File: config.mk
export PLATFORM = sky130hd
export DESIGN_NAME = ptw_arbiter
export DESIGN_NICKNAME = d
export VERILOG_FILES = /design/src/rtl/ptw_arbiter_pkg.sv /design/src/rtl/ptw_arbiter.sv
export SDC_FILE = /design/constraint.sdc
export NUM_CORES = 1
export LEC_CHECK = 0
export CORE_MARGIN = 5
export CORE_UTILIZATION = 34
export DETAILED_ROUTE_END_ITERATION = 8
export GPL_TIMING_DRIVEN = 0
export RECOVER_POWER = 25
export SETUP_SLACK_MARGIN = 0.3
export SLEW_MARGIN = 20
export SYNTH_ARGS = -nofsm -noshare
export SYNTH_HDL_FRONTEND = slang
export SYNTH_SLANG_ARGS = --single-unit
File: constraint.sdc
create_clock -name clk -period 5.05 [get_ports clk]
set_input_delay 0.505 -clock clk [delete_from_list [all_inputs] [get_ports clk]]
set_output_delay 0.505 -clock clk [all_outputs]
set_load 0.01 [all_outputs]
File: src/rtl/ptw_arbiter_pkg.sv
// Shared types for the ITLB/DTLB page-table-walker arbiter.
package ptw_arbiter_pkg;

  // Walk sequencing: grant -> request pulse -> wait for ptw -> respond.
  typedef enum logic [1:0] {
    ST_IDLE  = 2'd0,
    ST_ISSUE = 2'd1,
    ST_WAIT  = 2'd2,
    ST_RESP  = 2'd3
  } state_t;

  // Which TLB owns the walker (also used for the round-robin history).
  typedef enum logic {
    OWN_I = 1'b0,
    OWN_D = 1'b1
  } owner_t;

  // Watchdog counter width: enough bits to hold TIMEOUT.
  function automatic int wdog_bits(input int timeout);
    return (timeout < 1) ? 1 : $clog2(timeout + 1);
  endfunction

endpackage

File: src/rtl/ptw_arbiter.sv
// Round-robin arbiter sharing one page-table walker between ITLB and DTLB,
// with per-TLB flush and a watchdog that fault-completes hung walks.
module ptw_arbiter
  import ptw_arbiter_pkg::*;
#(
  parameter int VA_WIDTH  = 32,
  parameter int PPN_WIDTH = 20,
  parameter int TIMEOUT   = 64
) (
  input  logic                 clk,
  input  logic                 rst,
  input  logic                 i_req,
  input  logic [VA_WIDTH-1:0]  i_va,
  input  logic                 i_flush,
  output logic                 i_valid,
  output logic [PPN_WIDTH-1:0] i_pa,
  output logic                 i_fault,
  input  logic                 d_req,
  input  logic [VA_WIDTH-1:0]  d_va,
  input  logic                 d_flush,
  output logic                 d_valid,
  output logic [PPN_WIDTH-1:0] d_pa,
  output logic                 d_fault,
  output logic                 ptw_req,
  output logic [VA_WIDTH-1:0]  ptw_va,
  input  logic                 ptw_valid,
  input  logic [PPN_WIDTH-1:0] ptw_pa,
  output logic                 busy,
  output logic                 timeout_err
);

  localparam int WDOG_BITS = wdog_bits(TIMEOUT);
  localparam logic [WDOG_BITS-1:0] WDOG_LAST = WDOG_BITS'(TIMEOUT - 1);

  state_t                state;
  owner_t                owner;
  owner_t                last_grant;
  logic                  own_valid;
  logic                  drop;
  logic                  i_pend;
  logic                  d_pend;
  logic [VA_WIDTH-1:0]   i_va_q;
  logic [VA_WIDTH-1:0]   d_va_q;
  logic [WDOG_BITS-1:0]  count;

  logic i_owned;
  logic d_owned;
  logic i_take;
  logic d_take;
  logic i_cand;
  logic d_cand;
  logic grant_d;
  logic owner_flush;
  logic walk_done;
  logic deliver;

  // Capture qualification, IDLE grant choice and flush-of-owner detection.
  always_comb begin
    i_owned     = own_valid && (owner == OWN_I);
    d_owned     = own_valid && (owner == OWN_D);
    i_take      = i_req && !i_flush && !i_pend && !i_owned;
    d_take      = d_req && !d_flush && !d_pend && !d_owned;
    // A request arriving in IDLE is eligible in the same cycle.
    i_cand      = (i_pend || i_req) && !i_flush;
    d_cand      = (d_pend || d_req) && !d_flush;
    grant_d     = d_cand && (!i_cand || (last_grant == OWN_I));
    owner_flush = (i_owned && i_flush) || (d_owned && d_flush);
    walk_done   = ptw_valid || (count == WDOG_LAST);
    // A flush landing on the completing cycle suppresses the response too.
    deliver     = !(drop || owner_flush);
  end

  assign busy = (state != ST_IDLE);

  // Pending capture, arbitration FSM and registered responses.
  always_ff @(posedge clk or posedge rst) begin
    if (rst) begin
      state       <= ST_IDLE;
      owner       <= OWN_I;
      last_grant  <= OWN_D;
      own_valid   <= 1'b0;
      drop        <= 1'b0;
      i_pend      <= 1'b0;
      d_pend      <= 1'b0;
      i_va_q      <= '0;
      d_va_q      <= '0;
      count       <= '0;
      ptw_req     <= 1'b0;
      ptw_va      <= '0;
      i_valid     <= 1'b0;
      i_pa        <= '0;
      i_fault     <= 1'b0;
      d_valid     <= 1'b0;
      d_pa        <= '0;
      d_fault     <= 1'b0;
      timeout_err <= 1'b0;
    end else begin
      ptw_req <= 1'b0;
      i_valid <= 1'b0;
      i_fault <= 1'b0;
      d_valid <= 1'b0;
      d_fault <= 1'b0;

      if (i_flush) begin
        i_pend <= 1'b0;
      end else if (i_take) begin
        i_pend <= 1'b1;
        i_va_q <= i_va;
      end

      if (d_flush) begin
        d_pend <= 1'b0;
      end else if (d_take) begin
        d_pend <= 1'b1;
        d_va_q <= d_va;
      end

      if (owner_flush) begin
        drop <= 1'b1;
      end

      case (state)
        ST_IDLE: begin
          // The granted side's pend clear below overrides any same-cycle capture.
          if (i_cand || d_cand) begin
            own_valid <= 1'b1;
            ptw_req   <= 1'b1;
            state     <= ST_ISSUE;
            if (grant_d) begin
              owner  <= OWN_D;
              d_pend <= 1'b0;
              ptw_va <= d_pend ? d_va_q : d_va;
            end else begin
              owner  <= OWN_I;
              i_pend <= 1'b0;
              ptw_va <= i_pend ? i_va_q : i_va;
            end
          end
        end

        ST_ISSUE: begin
          count <= '0;
          state <= ST_WAIT;
        end

        ST_WAIT: begin
          if (walk_done) begin
            state <= ST_RESP;
            if (!ptw_valid) begin
              timeout_err <= 1'b1;
            end
            if (deliver) begin
              if (owner == OWN_I) begin
                i_valid <= 1'b1;
                i_fault <= !ptw_valid;
                i_pa    <= ptw_valid ? ptw_pa : '0;
              end else begin
                d_valid <= 1'b1;
                d_fault <= !ptw_valid;
                d_pa    <= ptw_valid ? ptw_pa : '0;
              end
            end
          end else begin
            count <= count + 1'b1;
          end
        end

        ST_RESP: begin
          last_grant <= owner;
          own_valid  <= 1'b0;
          drop       <= 1'b0;
          state      <= ST_IDLE;
        end

        default: state <= ST_IDLE;
      endcase
    end
  end

endmodule

==> flow_summary.json <==
{
  "clk_path_buf_depth": 2,
  "synth.area.top_cells": "dfrtp_1, mux2_2, mux2i_1, a22o_1, o221ai_1",
  "clock_latency_ns": 0.42,
  "grt_pass1_wl_um": 28800,
  "cts_buffers": 17,
  "syn_inst": 507,
  "yosysSeqAreaShare": 0.580,
  "hold_class": "register to register",
  "fmax_mhz": 369,
  "power-per-cell-area_nw_per_um2": 590,
  "synthArstFlopShare": 1.00,
  "grtUsageTotal": 0.166,
  "crit_start": "rst",
  "nets": 792,
  "viasPerCell": 5.10,
  "firstDrtPassIters": 4,
  "portBuffers": 169,
  "synth_edf_count": 0,
  "ir_worst_vdd_mv": 0.339,
  "root_buffer": "clkbuf_16",
  "grt_pass1_vias": 5238,
  "yosysMostFrequentCell": "dfrtp_1",
  "hold_viol": 0,
  "ant_nets": 0,
  "drc": 0,
  "drv_slew": 62,
  "yosysWarningCount": 0,
  "start_util": 0.347,
  "reg2reg_slack_ns": 3.13,
  "cp_cell_sequence": "dlygate4sd3_1, clkinvlp_2, buf_16",
  "violations": "capacitance limit, slew limit",
  "area_growth_pct": 39.6,
  "synth_fp_nets": 603,
  "min_period_ns": 2.71,
  "status": "finished, violations left",
  "endpoint_kind": "async pin",
  "rr_startpoint": "state[0]",
  "power.leakage_uw": 0.00410,
  "rsz0062_at_grt": "false",
  "min_path_cells": 1,
  "die_area_sq_um": 22900,
  "fin_crit_sh": 0.537,
  "hold_path_end": "timeout_err",
  "dp_hpwl_um": 13500,
  "die_y_um": 151,
  "max-slew-margin-rel": -0.918,
  "skew_ns": 0.00932,
  "cts.clk_slew.worst_paths_ns": 0.06,
  "critPathLaunchType": "input pin",
  "ys_seq_elements": 157,
  "syn_avg_cell_area_sq_um": 13.4,
  "cts-resized-gates": 0,
  "yosys_most_used_dff": "dfrtp_1",
  "nFillCells": 1745,
  "row_count": 51,
  "die_x_um": 151,
  "grt-ovfl-total": 0,
  "core_sq_um": 19500,
  "cts_tree": "built",
  "htree_levels": 4,
  "grt_max_degree": 97,
  "finalPower_uw": 5580,
  "avgRoutedWirePerCell_um": 19.1,
  "synth_common_cells": "dfrtp_1, mux2i_1, mux2_2, nand2_1, a22o_1",
  "pre_cts_ws_ns": 2.62,
  "critPathKind": "input pin to async pin",
  "worst_slew_pin_slew_ns": 2.86,
  "slowest_delay_ns": 1.62,
  "cp.required_ns": 5.57,
  "cp_max_fo": 96,
  "r2r-end": "ptw_va[7]",
  "timing.final.ws_setup_ns": 2.34,
  "diodes": 0,
  "ys_types": 40,
  "cts_setup_buffers": 0,
  "drt-initial-drc-count": 203,
  "hold_start": "timeout_err",
  "ff2ff_path_depth": 6,
  "cts.sinks": 157,
  "report.final.setup_viol": 0,
  "vias": 4960,
  "num_io_pins": 170,
  "synth.top_cell.area_share": 0.576,
  "synth_top_area_cell": "dfrtp_1",
  "synth_area_sq_um": 6780,
  "setup-tns-final_ns": 0,
  "critical_path.slowest_cell": "clkinvlp_2",
  "maxCapViolations": 1,
  "gp_congestion": 0.802,
  "cts_hold_buf": 0,
  "cp.arrival_ns": 3.23,
  "antenna_found_initial": 1,
  "layout-drive-gt1-share": 0.189,
  "wl_um": 18600
}
power by group:
part | total (uW) | switching [uW] | internal, uW
Sequential | 2180 | 335 | 1840
Combinational | 2030 | 868 | 1160
Clock | 1380 | 506 | 872
Total | 5580 | 1710 | 3870
worst max path at each step:
stage,end,cells past startpoint
after floorplan,count[0],1
after global placement,ptw_va[5],2
after detailed placement,ptw_va[7],4
after CTS,busy,5
after global routing,i_fault,2
final,i_va_q[16],3
metrics by stage:
stage | std cells | hold WS (ns) | cell area (sq um) | utilization
detailed placement | 942 | 0.457 | 8830 | 0.452
floorplan | 507 | 0.448 | 6780 | -
finish | 973 | 0.472 | 9460 | 0.484
CTS | 973 | 0.472 | 9460 | 0.485
global placement | 941 | 0.457 | 8800 | 0.451
global route | 973 | 0.478 | 9460 | 0.484
layout make-up:
| type | count | area (sq um) | share of cell area |
|---|---|---|---|
| sequential | 157 | 3930 | 0.416 |
| multi-input combinational | 308 | 2640 | 0.279 |
| timing repair buffer | 170 | 1720 | 0.182 |
| clock buffer | 19 | 433 | 0.0458 |
| tap | 265 | 332 | 0.0351 |
| clock inverter | 12 | 195 | 0.0206 |
| buffer | 32 | 166 | 0.0176 |
| inverter | 10 | 38.8 | 0.00410 |
placed cells by master (no fill, tap or decap), types with 2 or more instances in the layout:
cell type / n
nand2_1: 47
nand3_1: 2
a211oi_1: 3
o21ai_0: 3
a22o_1: 40
buf_4: 3
o221ai_1: 33
nand2b_1: 2
dfrtp_1: 156
clkdlybuf4s50_1: 167
mux2_1: 4
a21oi_1: 6
nor2_1: 5
inv_1: 9
mux2_2: 63
mux2i_1: 66
clkbuf_1: 3
o21ba_2: 2
buf_2: 28
ha_1: 5
clkinv_2: 4
bufinv_16: 5
nor2b_1: 2
and2_1: 3
clkbuf_16: 17
clkinv_4: 2
dlygate4sd3_1: 2
and3_1: 5
metal layers:
layer	wire length, um	GRT usage
met5	8	0
met4	222	0.0444
met3	1790	0.0718
met2	8690	0.269
met1	7870	0.202
cell families after synthesis:
family / count (synthesis) / share of synthesized area
AOI/OAI and AO/OA: 98 / 0.122
buffers and inverters: 42 / 0.0301
and+or+nand+nor: 72 / 0.0493
muxes: 133 / 0.209
DFF: 157 / 0.580
adders and majority gates: 5 / 0.00923
registers in the layout (all words and copies together) (netlist names), 2 cells and up:
signal,count
i_va_q,32
d_va_q,32
count,7
i_pa,20
ptw_va,32
d_pa,20
state,2
worst max-delay path, delay by kind of cell:
| family | cells | cell delay [ns] |
|---|---|---|
| buffers and inverters | 3 | 2.59 |
(Power assumes the default switching activity.)
